--- src/rtl/fa_serial_nbit_if.sv ---
// Request/response bundle for the bit-serial adder: operands and start in,
// registered sum, carry and status out.
interface fa_serial_nbit_if #(
    parameter int WIDTH = 8
);
    logic             start_in;
    logic [WIDTH-1:0] a_in;
    logic [WIDTH-1:0] b_in;
    logic             carry_in;
    logic [WIDTH-1:0] sum_out;
    logic             carry_out;
    logic             busy_out;
    logic             done_out;

    modport master (
        output start_in, a_in, b_in, carry_in,
        input  sum_out, carry_out, busy_out, done_out
    );

    modport slave (
        input  start_in, a_in, b_in, carry_in,
        output sum_out, carry_out, busy_out, done_out
    );
endinterface

--- src/rtl/fa_serial_nbit.sv ---
// Bit-serial WIDTH-bit adder: one full-adder cell plus a carry flop, LSB first,
// one bit per clock, with a one-cycle done pulse when the result lands.
module fa_serial_nbit_cell (
    input  logic a_i,
    input  logic b_i,
    input  logic c_i,
    output logic s_o,
    output logic c_o
);
    assign s_o = a_i ^ b_i ^ c_i;
    assign c_o = (a_i & b_i) | (c_i & (a_i ^ b_i));
endmodule

module fa_serial_nbit #(
    parameter int WIDTH = 8
) (
    input  logic              clk,
    input  logic              rst,
    fa_serial_nbit_if.slave   bus
);
    localparam int CW = (WIDTH > 1) ? $clog2(WIDTH) : 1;

    localparam logic [1:0] S_IDLE = 2'd0;
    localparam logic [1:0] S_ADD  = 2'd1;
    localparam logic [1:0] S_DONE = 2'd2;

    localparam logic [CW-1:0] CNT_LAST = CW'(WIDTH - 1);

    logic [1:0]       state_q, state_d;
    logic [WIDTH-1:0] a_q, a_d;
    logic [WIDTH-1:0] b_q, b_d;
    logic [WIDTH-1:0] res_q, res_d;
    logic [WIDTH-1:0] sum_q, sum_d;
    logic [CW-1:0]    cnt_q, cnt_d;
    logic             c_q, c_d;
    logic             cout_q, cout_d;
    logic             busy_q, busy_d;
    logic             done_q, done_d;

    logic             fa_s;
    logic             fa_c;
    logic [WIDTH-1:0] res_shift;

    fa_serial_nbit_cell u_cell (
        .a_i (a_q[0]),
        .b_i (b_q[0]),
        .c_i (c_q),
        .s_o (fa_s),
        .c_o (fa_c)
    );

    // New sum bit enters at the MSB; after WIDTH shifts bit 0 sits at the LSB.
    assign res_shift = {fa_s, res_q[WIDTH-1:1]};

    always_comb begin
        state_d = state_q;
        a_d     = a_q;
        b_d     = b_q;
        res_d   = res_q;
        sum_d   = sum_q;
        cnt_d   = cnt_q;
        c_d     = c_q;
        cout_d  = cout_q;
        busy_d  = busy_q;
        done_d  = 1'b0;

        case (state_q)
            S_IDLE, S_DONE: begin
                if (bus.start_in) begin
                    a_d     = bus.a_in;
                    b_d     = bus.b_in;
                    c_d     = bus.carry_in;
                    res_d   = '0;
                    cnt_d   = '0;
                    busy_d  = 1'b1;
                    state_d = S_ADD;
                end else begin
                    busy_d  = 1'b0;
                    state_d = S_IDLE;
                end
            end
            S_ADD: begin
                a_d   = a_q >> 1;
                b_d   = b_q >> 1;
                c_d   = fa_c;
                res_d = res_shift;
                cnt_d = cnt_q + 1'b1;
                if (cnt_q == CNT_LAST) begin
                    sum_d   = res_shift;
                    cout_d  = fa_c;
                    done_d  = 1'b1;
                    busy_d  = 1'b0;
                    cnt_d   = '0;
                    state_d = S_DONE;
                end
            end
            default: begin
                busy_d  = 1'b0;
                state_d = S_IDLE;
            end
        endcase
    end

    always_ff @(posedge clk or posedge rst) begin
        if (rst) begin
            state_q <= S_IDLE;
            a_q     <= '0;
            b_q     <= '0;
            res_q   <= '0;
            sum_q   <= '0;
            cnt_q   <= '0;
            c_q     <= 1'b0;
            cout_q  <= 1'b0;
            busy_q  <= 1'b0;
            done_q  <= 1'b0;
        end else begin
            state_q <= state_d;
            a_q     <= a_d;
            b_q     <= b_d;
            res_q   <= res_d;
            sum_q   <= sum_d;
            cnt_q   <= cnt_d;
            c_q     <= c_d;
            cout_q  <= cout_d;
            busy_q  <= busy_d;
            done_q  <= done_d;
        end
    end

    assign bus.sum_out   = sum_q;
    assign bus.carry_out = cout_q;
    assign bus.busy_out  = busy_q;
    assign bus.done_out  = done_q;
endmodule
--- src/flat_wrapper.sv ---
// flat-port wrapper written by rule: the top's interface ports become plain ports
module fa_serial_nbit_flat 
#(
    parameter int WIDTH = 8
)
  (clk, rst, bus_start_in, bus_a_in, bus_b_in, bus_carry_in, bus_sum_out, bus_carry_out, bus_busy_out, bus_done_out);
  fa_serial_nbit_if #(.WIDTH(WIDTH)) bus_i ();
  input  logic clk;
  input  logic rst;
  input wire logic [$bits(bus_i.start_in)-1:0] bus_start_in;
  input wire logic [$bits(bus_i.a_in)-1:0] bus_a_in;
  input wire logic [$bits(bus_i.b_in)-1:0] bus_b_in;
  input wire logic [$bits(bus_i.carry_in)-1:0] bus_carry_in;
  output wire logic [$bits(bus_i.sum_out)-1:0] bus_sum_out;
  output wire logic [$bits(bus_i.carry_out)-1:0] bus_carry_out;
  output wire logic [$bits(bus_i.busy_out)-1:0] bus_busy_out;
  output wire logic [$bits(bus_i.done_out)-1:0] bus_done_out;
  assign bus_i.start_in = bus_start_in;
  assign bus_i.a_in = bus_a_in;
  assign bus_i.b_in = bus_b_in;
  assign bus_i.carry_in = bus_carry_in;
  assign bus_sum_out = bus_i.sum_out;
  assign bus_carry_out = bus_i.carry_out;
  assign bus_busy_out = bus_i.busy_out;
  assign bus_done_out = bus_i.done_out;
  fa_serial_nbit #(.WIDTH(WIDTH)) u_core (.clk(clk), .rst(rst), .bus(bus_i));
endmodule
--- config.mk ---
export PLATFORM = sky130hd
export DESIGN_NAME = fa_serial_nbit_flat
export DESIGN_NICKNAME = d
export VERILOG_FILES = /design/src/rtl/fa_serial_nbit_if.sv /design/src/rtl/fa_serial_nbit.sv /design/src/flat_wrapper.sv
export SDC_FILE = /design/constraint.sdc
export NUM_CORES = 1
export LEC_CHECK = 0
export CORE_MARGIN = 4
export CORE_UTILIZATION = 57
export DETAILED_ROUTE_END_ITERATION = 10
export PLACE_DENSITY = 0.84
export SYNTH_ARGS = -nofsm -noshare
export SYNTH_HDL_FRONTEND = slang
export SYNTH_SLANG_ARGS = --single-unit
--- constraint.sdc ---
create_clock -name clk -period 2.4 [get_ports clk]
set_clock_uncertainty 0.05 [all_clocks]
set_input_delay 0.48 -clock clk [delete_from_list [all_inputs] [get_ports clk]]
set_output_delay 0.48 -clock clk [all_outputs]
set_load 0.02 [all_outputs]
==> results.txt, run 1 <==
Outcome = completed
Fillers = 244
Hold_buf cts = 0
Place WS = 0.394 ns
WP buf/inv = 1
CTS Buf Count = 5
Die Ht = 66.9 um
Final Net Count = 227
Initial antenna violation count = 0
Pre-antenna DRT Iters = 4
Slowest CP cell = clkdlybuf4s50_1
Clk slew on worst S/H paths = 0.12 ns
DR vias = 1383
CP Max Fanout = 2
Unrepaired setup endpoints after global routing = false
TritonCTS clock tree = built
Clk_lat worst skew = 0.34 ns
Startpoint Class = flop
Yosys cell types = 27
Post-synth ARST share = 100%
Largest net degree at the start of global routing = 40
Post-route ant nets = 0
Synthesized instance count = 174
Xor and xnor area share after synthesis = 0%
Critical Path RT = 1.87 ns
Power density over cell area = 1180 nW/um^2
Post-synth EDFFs = 0
Synth Area in Simple Gates = 11.8%
Share of layout cells above drive strength 1 = 17.6%
Seq/Total Area, Yosys = 49.3%
Syn Area/Cell = 11.4 um^2
Tot GR Track Use = 18.1%
Setup TNS = 0 ns
Setup CP Type = flop to output port
Post-synth top area share = 49.3%
Setup ws final = 0.551 ns
Min Clock Period, post-route = 1.85 ns
Compound-cell area share of the yosys netlist = 13.1%
Final period util = 77.0%
HPWL Detailed = 2560 um
Main combinational cell family by area after synthesis = multiplexers
Vias in the first global route = 1429
Post-synth top area cell = dfrtp_1
Crit-path leading delay family = buffers and inverters
Crit-path max cell delay = 0.61 ns
Synthesis Warnings = 0
Multi-input gate area in the final layout = 903 um^2
Worst-path cell chain = clkdlybuf4s50_1
Site Rows = 21
Max-Cap Viols = 0
Final GP Congestion = 0.750
Post-Syn Nets = 197
Initial drt markers = 58
Main flop type after synthesis = dfrtp_1
Port bufs = 30
Final Hold Violating Endpoints = 0
FF+latch area = 976 um^2
DIE AREA = 4480 um^2
Worst endpoint data arrival time = 1.32 ns
DRC viols = 0
Worst min path class = flop to flop
Max-slew violations = 0
Finish-stage setup viols = 0
CTS Root Cell = clkbuf_4
Area share of fa/ha/maj cells after synthesis = 2.28%
Leakage = 1.02 nW
Cell Area, Synth = 1980 um^2
Post-cts gate resize count = 0
Post-Route WL = 3570 um
Fmax = 541 MHz
Most common cell after layout, fill and taps aside = dfrtp_1
Worst VDD drop = 0.512 mV
Nature of the critical path endpoint = output port
Worst slew pin tran = 0.483 ns
Area Growth Syn to Fin = 20.2%
Max Buffers Root-to-Sink = 2
Top post-synthesis cells by area = dfrtp_1, mux2_2, mux2i_1, a211oi_1, nor2b_1
Overflow after GRT = 0
First-pass GRT wire length = 6120 um
Max_slew headroom = 67.8%
Chip width = 66.9 um
Most frequent cells in the layout = dfrtp_1, clkdlybuf4s50_1, mux2_2
#FFs+latches synth = 39
Core area = 3340 um^2
Htree depth = 2
Drt via density = 5.51
Initial Utilization = 59.3%
Post-DR wirelength/cell = 14.2 um
CTS sink count = 39
Multiplexer area fraction after synthesis = 18.4%
I/O pins = 31
Antenna diode count = 0
Post-CTS Setup Inserts = 0
==> final cells by class <==
class | instances | share of cell area [%]
Tap cell | 46 | 2.42
Clock buffer | 6 | 2.16
Sequential cell | 39 | 41.0
Clock inverter | 2 | 1.47
Timing Repair Buffer | 36 | 14.5
Multi-Input combinational cell | 119 | 38.0
Inverter | 3 | 0.473
==> power breakdown <==
group | internal (mW) | switching [mW] | leakage, nW
Combinational | 0.640 | 0.551 | 0.481
Sequential | 0.946 | 0.213 | 0.486
Clock | 0.246 | 0.210 | 0.0482
Total | 1.83 | 0.974 | 1.02
==> Yosys cell counts, drive strengths merged, types with 2 or more instances <==
| cell | instances |
|---|---|
| clkbuf | 4 |
| mux2i | 15 |
| ha | 2 |
| a21o | 2 |
| nor2b | 15 |
| buf | 9 |
| a21oi | 13 |
| nor2 | 3 |
| dfrtp | 39 |
| o21ai | 11 |
| a22o | 2 |
| nand2 | 10 |
| a211oi | 13 |
| nand2b | 8 |
| inv | 3 |
| mux2 | 19 |
| nand3 | 2 |
==> metrics by stage <==
step	cells	hold slack (ns)	utilization [%]	area, um^2	total power [mW]
2_1_floorplan	174	0.400	-	1980	2.01
3_3_place_gp	243	0.410	68.7	2290	2.28
3_5_place_dp	243	0.426	68.7	2290	2.37
4_1_cts	251	0.453	71.3	2380	2.84
5_1_grt	251	0.487	71.3	2380	3.02
6_report	251	0.447	71.3	2380	2.81
==> layer usage <==
layer / share of wire (%) / global-route usage (%) / up-vias
met5: 0 / 0 / -
met4: 1.2 / 5.82 / 0
met3: 3.7 / 5.73 / 5
met2: 51 / 31.3 / 24
met1: 44 / 21.2 / 683
li1: - / - / 671
==> kinds of logic (layout without fill, tap and decap cells) <==
group / after synthesis / in the layout
AO/OA/AOI/OAI: 42 / 42
AND/OR/NAND/NOR: 40 / 40
buffers and inverters: 16 / 47
flip-flops: 39 / 39
multiplexers: 34 / 34
adder cells (fa/ha/maj): 3 / 3
==> state kept, by name, summed over array words and instances, names as in the netlist <==
name                  cells
u_core.a_q                8
u_core.b_q                8
u_core.bus.sum_out        8
u_core.res_q              7
u_core.cnt_q              3
u_core.bus.busy_out       1
u_core.bus.carry_out      1
u_core.bus.done_out       1
u_core.c_q                1
u_core.state_q            1
==> worst paths after layout <==
check | from | endpoint | slack (ns) | depth (start not counted)
setup / recovery | u_core.bus.busy_out$_DFFE_PP0P_ | bus_busy_out | 0.55 | 1
setup reg to reg | u_core.state_q[1]$_DFFE_PP0P_ | u_core.cnt_q[1]$_DFFE_PP0P_ | 0.80 | 3
hold / removal | u_core.b_q[1]$_DFFE_PP0P_ | u_core.b_q[1]$_DFFE_PP0P_ | 0.45 | 1
hold reg to reg | u_core.b_q[1]$_DFFE_PP0P_ | u_core.b_q[1]$_DFFE_PP0P_ | 0.45 | 1
min in group asynchronous | rst | u_core.bus.sum_out[0]$_DFFE_PP0P_ | 0.48 | 3
max in group asynchronous | rst | u_core.bus.busy_out$_DFFE_PP0P_ | 1.47 | 3
(Power assumes the default switching activity.)
==> run 2: changes to the inputs <==
Settings changed: CORE_UTILIZATION 57 to 53, PLACE_DENSITY 0.84 to 0.79.
Clock period 2.4 ns to 1.8 ns, I/O delays scaled along.
==> run 2 against run 1 <==
- via count shrank 2.4%
- critical endpoint unchanged
- highest routed layer unchanged
- core utilization shrank 1.7 points
- largest cell class unchanged
- final cell count is the same
==> results.txt, run 2 (synthesis gave the netlist of run 1 again) <==
Nature of the critical path endpoint = output port (unchanged)
Final period util = 92.3%
Core area = 3470 um^2 (was 3340 um^2)
Unrepaired setup endpoints after global routing = false (unchanged)
Max_slew headroom = 78.6% (was 67.8%)
Worst endpoint data arrival time = 1.25 ns (was 1.32 ns)
Dpl cells = 243 (unchanged)
Setup CP Type = flop to output port (unchanged)
Area Growth Syn to Fin = 22.0% (was 20.2%)
Vias in the first global route = 1359 (was 1429)
Min Clock Period, post-route = 1.66 ns
DR vias = 1350 (was 1383)
Post-route ant nets = 0 (unchanged)
DIE AREA = 4780 um^2 (was 4480 um^2)
Place WS = 0.132 ns (was 0.394 ns)
Worst-path cell chain = clkdlybuf4s50_1 (unchanged)
Setup TNS = 0 ns (unchanged)
Antenna diode count = 0 (unchanged)
I/O pins = 31 (unchanged)
Hold_buf cts = 0 (unchanged)
Final Net Count = 227 (unchanged)
CTS sink count = 39 (unchanged)
Crit-path max cell delay = 0.61 ns (about the same)
Port bufs = 30 (unchanged)
Chip width = 69.1 um (was 66.9 um)
Post-DR wirelength/cell = 14.0 um (was 14.2 um)
Finish-stage setup viols = 0 (unchanged)
Drt via density = 5.38 (was 5.51)
Post-cts gate resize count = 0 (unchanged)
Overflow after GRT = 0 (unchanged)
Clk_lat worst skew = 0.28 ns (was 0.34 ns)
Fillers = 281 (was 244)
TritonCTS clock tree = built (unchanged)
WP buf/inv = 1 (unchanged)
Power density over cell area = 1530 nW/um^2 (was 1180 nW/um^2)
CP Max Fanout = 3 (was 2)
Critical Path RT = 1.39 ns (was 1.87 ns)
Slowest CP cell = clkdlybuf4s50_1 (unchanged)
Clk slew on worst S/H paths = 0.08 ns (was 0.12 ns)
Pre-antenna DRT Iters = 4 (unchanged)
Hold_ws = 0.389 ns (was 0.447 ns)
Max Buffers Root-to-Sink = 2 (unchanged)
Placed inst area = 2330 um^2 (was 2290 um^2)
Max-slew violations = 0 (unchanged)
Worst min path class = primary input to async pin (was flop to flop)
Htree depth = 2 (unchanged)
First-pass GRT wire length = 6170 um (was 6120 um)
Die Ht = 69.1 um (was 66.9 um)
Share of layout cells above drive strength 1 = 17.6% (unchanged)
Outcome = completed (unchanged)
Worst VDD drop = 0.848 mV (was 0.512 mV)
Final Hold Violating Endpoints = 0 (unchanged)
Crit-path leading delay family = buffers and inverters (unchanged)
Leakage = 1.03 nW (was 1.02 nW)
Initial antenna violation count = 0 (unchanged)
Most common cell after layout, fill and taps aside = dfrtp_1 (unchanged)
Final GP Congestion = 0.727 (was 0.750)
Fmax = 602 MHz
CTS Root Cell = clkbuf_8 (was clkbuf_4)
Largest net degree at the start of global routing = 40 (unchanged)
Post-Route WL = 3510 um (was 3570 um)
Initial drt markers = 88 (was 58)
Site Rows = 21 (unchanged)
Setup ws final = 0.138 ns (was 0.551 ns)
Post-CTS Setup Inserts = 0 (unchanged)
DRC viols = 0 (unchanged)
Tot GR Track Use = 15.9% (was 18.1%)
Fin area = 2410 um^2 (was 2380 um^2)
HPWL Detailed = 2490 um (was 2560 um)
Most frequent cells in the layout = dfrtp_1, clkdlybuf4s50_1, mux2_2 (unchanged)
Initial Utilization = 57.1% (was 59.3%)
Fin cells = 251 (unchanged)
Max-Cap Viols = 0 (unchanged)
Worst slew pin tran = 0.321 ns (was 0.483 ns)
Startpoint Class = flop (unchanged)
CTS Buf Count = 5 (unchanged)
## run 2: cell count changes in the layout (fill, tap and decap cells not counted), sizes merged
cell | previous run | this run
clkinv | 1 | 3
clkbuf | 6 | 5
bufinv | 1 | 0
## run 2: cell type report
type / count / area, um^2 / area share [%]
flip-flops and latches: 39 / 976 / 40.4
multi-input cells: 119 / 903 / 37.4
repair buffers: 36 / 383 / 15.9
clock inverters: 3 / 15.0 / 0.622
clock buffers: 5 / 68.8 / 2.85
inverters: 3 / 11.3 / 0.466
well taps: 46 / 57.6 / 2.38
## run 2: where the power goes
part / switching, mW / internal (mW) / total, mW
Sequential: 0.281 / 1.26 / 1.55
Combinational: 0.729 / 0.868 / 1.60
Clock: 0.291 / 0.265 / 0.555
Total: 1.30 / 2.40 / 3.70
## run 2: metal layers
layer  vias to the layer above  share of wire [%]  global-route usage [%]
li1                        675                  -                       -
met4                         0                1.4                    6.51
met3                         4                4.4                    4.65
met1                       644                 43                    17.7
met5                         -                  0                       0
met2                        27                 51                    28.2
## run 2: stage by stage
step	power (mW)	utilization [%]
6_report	3.70	69.6
4_1_cts	3.74	69.6
3_5_place_dp	3.18	67.2
5_1_grt	3.99	69.6
3_3_place_gp	3.07	67.2
2_1_floorplan	2.69	-
## run 2: worst paths after layout
check                                                   from                           endpoint  slack [ns]  cells past startpoint
max in group asynchronous                                rst          u_core.b_q[2]$_DFFE_PP0P_        1.12                      3
min                                                      rst        u_core.res_q[3]$_DFFE_PP0P_        0.39                      3
min in group clk           u_core.bus.sum_out[3]$_DFFE_PP0P_  u_core.bus.sum_out[3]$_DFFE_PP0P_        0.46                      1
max reg2reg                      u_core.cnt_q[0]$_DFFE_PP0P_  u_core.bus.sum_out[0]$_DFFE_PP0P_        0.29                      4
min reg2reg                u_core.bus.sum_out[3]$_DFFE_PP0P_  u_core.bus.sum_out[3]$_DFFE_PP0P_        0.46                      1
max                          u_core.bus.busy_out$_DFFE_PP0P_                       bus_busy_out        0.14                      1
==> run 3: changes to the inputs <==
Settings changed: ABC_AREA set to 1, CORE_ASPECT_RATIO set to 1.1, CORE_UTILIZATION 53 to 52, PLACE_DENSITY 0.79 to 0.78, SYNTH_HIERARCHICAL set to 1.
==> run 3 against run 2 <==
- hold slack got worse by 0.076 ns
- flip-flop and latch count up 1
- critical path type unchanged
- combinational power grew 21%
- sequential power barely moved
- design area fell by 4.1%
==> results.txt, run 3 <==
Outcome = completed (unchanged)
Startpoint Class = flop (unchanged)
End point of the critical path = bus_sum_out[6] (was bus_busy_out)
Sequential cell fraction of total power = 38.1% (was 41.8%)
CP Max Fanout = 2 (was 3)
Pre-antenna DRT Iters = 4 (unchanged)
Cell with the most instances after synthesis = nand2_1 (was dfrtp_1)
Top post-synthesis cells by area = dfrtp_1, nand2_1, inv_1, nand3_1, o21ai_2 (was dfrtp_1, mux2_2, mux2i_1, a211oi_1, nor2b_1)
Core area = 3410 um^2 (was 3470 um^2)
Drt via density = 4.74 (was 5.38)
Share of layout cells above drive strength 1 = 11.2% (was 17.6%)
Utilization after layout = 67.8% (was 69.6%)
Fillers = 299 (was 281)
Hold_ws = 0.314 ns (was 0.389 ns)
TritonCTS clock tree = built (unchanged)
First-pass GRT wire length = 5770 um (was 6170 um)
Most frequent cells in the layout = nand2_1, inv_1, dfrtp_1 (was dfrtp_1, clkdlybuf4s50_1, mux2_2)
Finish-stage setup viols = 0 (unchanged)
Die Ht = 71.1 um (was 69.1 um)
Crit-path leading delay family = buffers and inverters (unchanged)
Vias in the first global route = 1321 (was 1359)
Post-synth ARST share = 100% (unchanged)
Setup TNS = 0 ns (unchanged)
Placed inst area = 2240 um^2 (was 2330 um^2)
Post-synth top area share = 53.2% (was 49.3%)
Synth top cells by count = nand2_1, dfrtp_1, inv_1 (was dfrtp_1, mux2_2, mux2i_1)
Initial antenna violation count = 0 (unchanged)
Reg2reg setup slack = 0.32 ns (was 0.29 ns)
Clk slew on worst S/H paths = 0.12 ns (was 0.08 ns)
#FFs+latches synth = 40 (was 39)
Crit-path max cell delay = 0.62 ns (was 0.61 ns)
Setup ws final = 0.0554 ns (was 0.138 ns)
Fin area = 2310 um^2 (was 2410 um^2)
Clk_lat worst skew = 0.34 ns (was 0.28 ns)
Setup CP Type = flop to output port (unchanged)
Area Growth Syn to Fin = 23.1% (was 22.0%)
Dpl cells = 300 (was 243)
Max-slew violations = 0 (unchanged)
Max Buffers Root-to-Sink = 2 (unchanged)
Most common cell after layout, fill and taps aside = nand2_1 (was dfrtp_1)
Htree depth = 2 (unchanged)
Worst endpoint data arrival time = 1.33 ns (was 1.25 ns)
HPWL Detailed = 2370 um (was 2490 um)
Antenna diode count = 0 (unchanged)
Post-CTS Setup Inserts = 0 (unchanged)
Final Net Count = 282 (was 227)
DRC viols = 0 (unchanged)
Largest net degree at the start of global routing = 41 (was 40)
Critical Path RT = 1.39 ns (about the same)
CTS Buf Count = 5 (unchanged)
Power density over cell area = 1750 nW/um^2 (was 1530 nW/um^2)
Post-synth EDFFs = 0 (unchanged)
Worst min path class = primary input to async pin (unchanged)
Chip width = 65.3 um (was 69.1 um)
Initial Utilization = 55.1% (was 57.1%)
Main flop type after synthesis = dfrtp_1 (unchanged)
Multi-input gate area in the final layout = 653 um^2 (was 903 um^2)
Synthesis Warnings = 6 (was 0)
Post-Syn Nets = 248 (was 197)
Final Hold Violating Endpoints = 0 (unchanged)
Worst slew pin tran = 0.255 ns (was 0.321 ns)
Place WS = 0.273 ns (was 0.132 ns)
Min Clock Period, post-route = 1.74 ns (was 1.66 ns)
Fmax = 573 MHz (was 602 MHz)
Final total power = 4.06 mW (was 3.70 mW)
Synthesized instance count = 225 (was 174)
Yosys cell types = 21 (was 27)
DR vias = 1460 (was 1350)
Post-cts gate resize count = 0 (unchanged)
Final GP Congestion = 0.782 (was 0.727)
Initial drt markers = 52 (was 88)
Post-Route WL = 3400 um (was 3510 um)
Post-route ant nets = 0 (unchanged)
Slowest CP cell = clkdlybuf4s50_1 (unchanged)
Total internal power = 2.40 mW (about the same)
Nature of the critical path endpoint = output port (unchanged)
Site Rows = 22 (was 21)
DIE AREA = 4640 um^2 (was 4780 um^2)
Sw Ratio = 40.9% (was 35.2%)
FF+latch area = 1000 um^2 (was 976 um^2)
Worst-path cell chain = clkdlybuf4s50_1 (unchanged)
Unrepaired setup endpoints after global routing = false (unchanged)
Seq/Total Area, Yosys = 53.2% (was 49.3%)
Hold_buf cts = 0 (unchanged)
Port bufs = 30 (unchanged)
Post-DR wirelength/cell = 11.0 um (was 14.0 um)
Leakage = 1.24 nW (was 1.03 nW)
Psw = 1.66 mW (was 1.30 mW)
Logic pwr share = 47.6% (was 43.2%)
Syn Area/Cell = 8.36 um^2 (was 11.4 um^2)
Reg2reg end = u_core/bus.sum_out[7]$_DFFE_PP0P_ (was u_core.bus.sum_out[0]$_DFFE_PP0P_)
Max_slew headroom = 83.0% (was 78.6%)
Worst setup path startpoint = u_core/bus.sum_out[6]$_DFFE_PP0P_ (was u_core.bus.busy_out$_DFFE_PP0P_)
Reg2Reg Depth = 6 (was 4)
CP Depth = 1 (unchanged)
WP buf/inv = 1 (unchanged)
Tot GR Track Use = 15.8% (was 15.9%)
Post-synth top area cell = dfrtp_1 (unchanged)
Cell Area, Synth = 1880 um^2 (was 1980 um^2)
Fin cells = 308 (was 251)
Final period util = 96.9% (was 92.3%)
Worst VDD drop = 0.708 mV (was 0.848 mV)
CTS Root Cell = clkbuf_4 (was clkbuf_8)
Clock power share = 14.4% (was 15.0%)
Reg2reg start = u_core/cnt_q[0]$_DFFE_PP0P_ (was u_core.cnt_q[0]$_DFFE_PP0P_)
CTS sink count = 40 (was 39)
I/O pins = 31 (unchanged)
Max-Cap Viols = 0 (unchanged)
Overflow after GRT = 0 (unchanged)
-- run 3: worst min-delay path by stage --
stage                               startpoint                              end  cells past startpoint
6_report                                   rst      u_core/cnt_q[2]$_DFFE_PP0P_                      3
4_1_cts                                    rst    u_core/state_q[1]$_DFFE_PP0P_                      3
3_3_place_gp       u_core/cnt_q[1]$_DFFE_PP0P_      u_core/cnt_q[1]$_DFFE_PP0P_                      2
2_1_floorplan      u_core/cnt_q[1]$_DFFE_PP0P_      u_core/cnt_q[1]$_DFFE_PP0P_                      2
5_1_grt                                    rst    u_core/bus.done_out$_DFF_PP0_                      3
3_5_place_dp   u_core/bus.busy_out$_DFFE_PP0P_  u_core/bus.busy_out$_DFFE_PP0P_                      2
-- run 3: area by class of cell --
class	instances	area share (%)
tap	48	2.59
clock inverter	2	1.51
multi-input combinational	132	28.2
clock buffer	6	1.78
sequential	40	43.2
inverter	45	7.51
timing repair buffer	35	15.1
-- run 3: cell families (layout without fill, tap and decap cells) --
family	after synthesis	in the layout	share of synthesized area, %
AOI/OAI and AO/OA	19	19	6.65
adders and majority gates	3	3	2.40
buffers and inverters	53	88	12.0
and+or+nand+nor	110	110	25.7
DFF	40	40	53.2
-- run 3: power groups by stage --
| stage | clock (mW) | combinational, mW | sequential [mW] |
|---|---|---|---|
| after floorplan | 0 | 1.30 | 1.65 |
| after global placement | 0 | 1.90 | 1.56 |
| after detailed placement | 0 | 1.95 | 1.57 |
| after CTS | 0.591 | 1.95 | 1.55 |
| after global routing | 0.624 | 2.19 | 1.60 |
| final | 0.583 | 1.93 | 1.54 |
-- run 3: per-layer routing --
metal	track usage [%]	part of all wire (%)	vias to the layer above
li1	-	-	750
met4	6.45	2.1	0
met2	25.4	48	38
met3	3.33	5.6	10
met5	0	0	-
met1	20.6	44	662
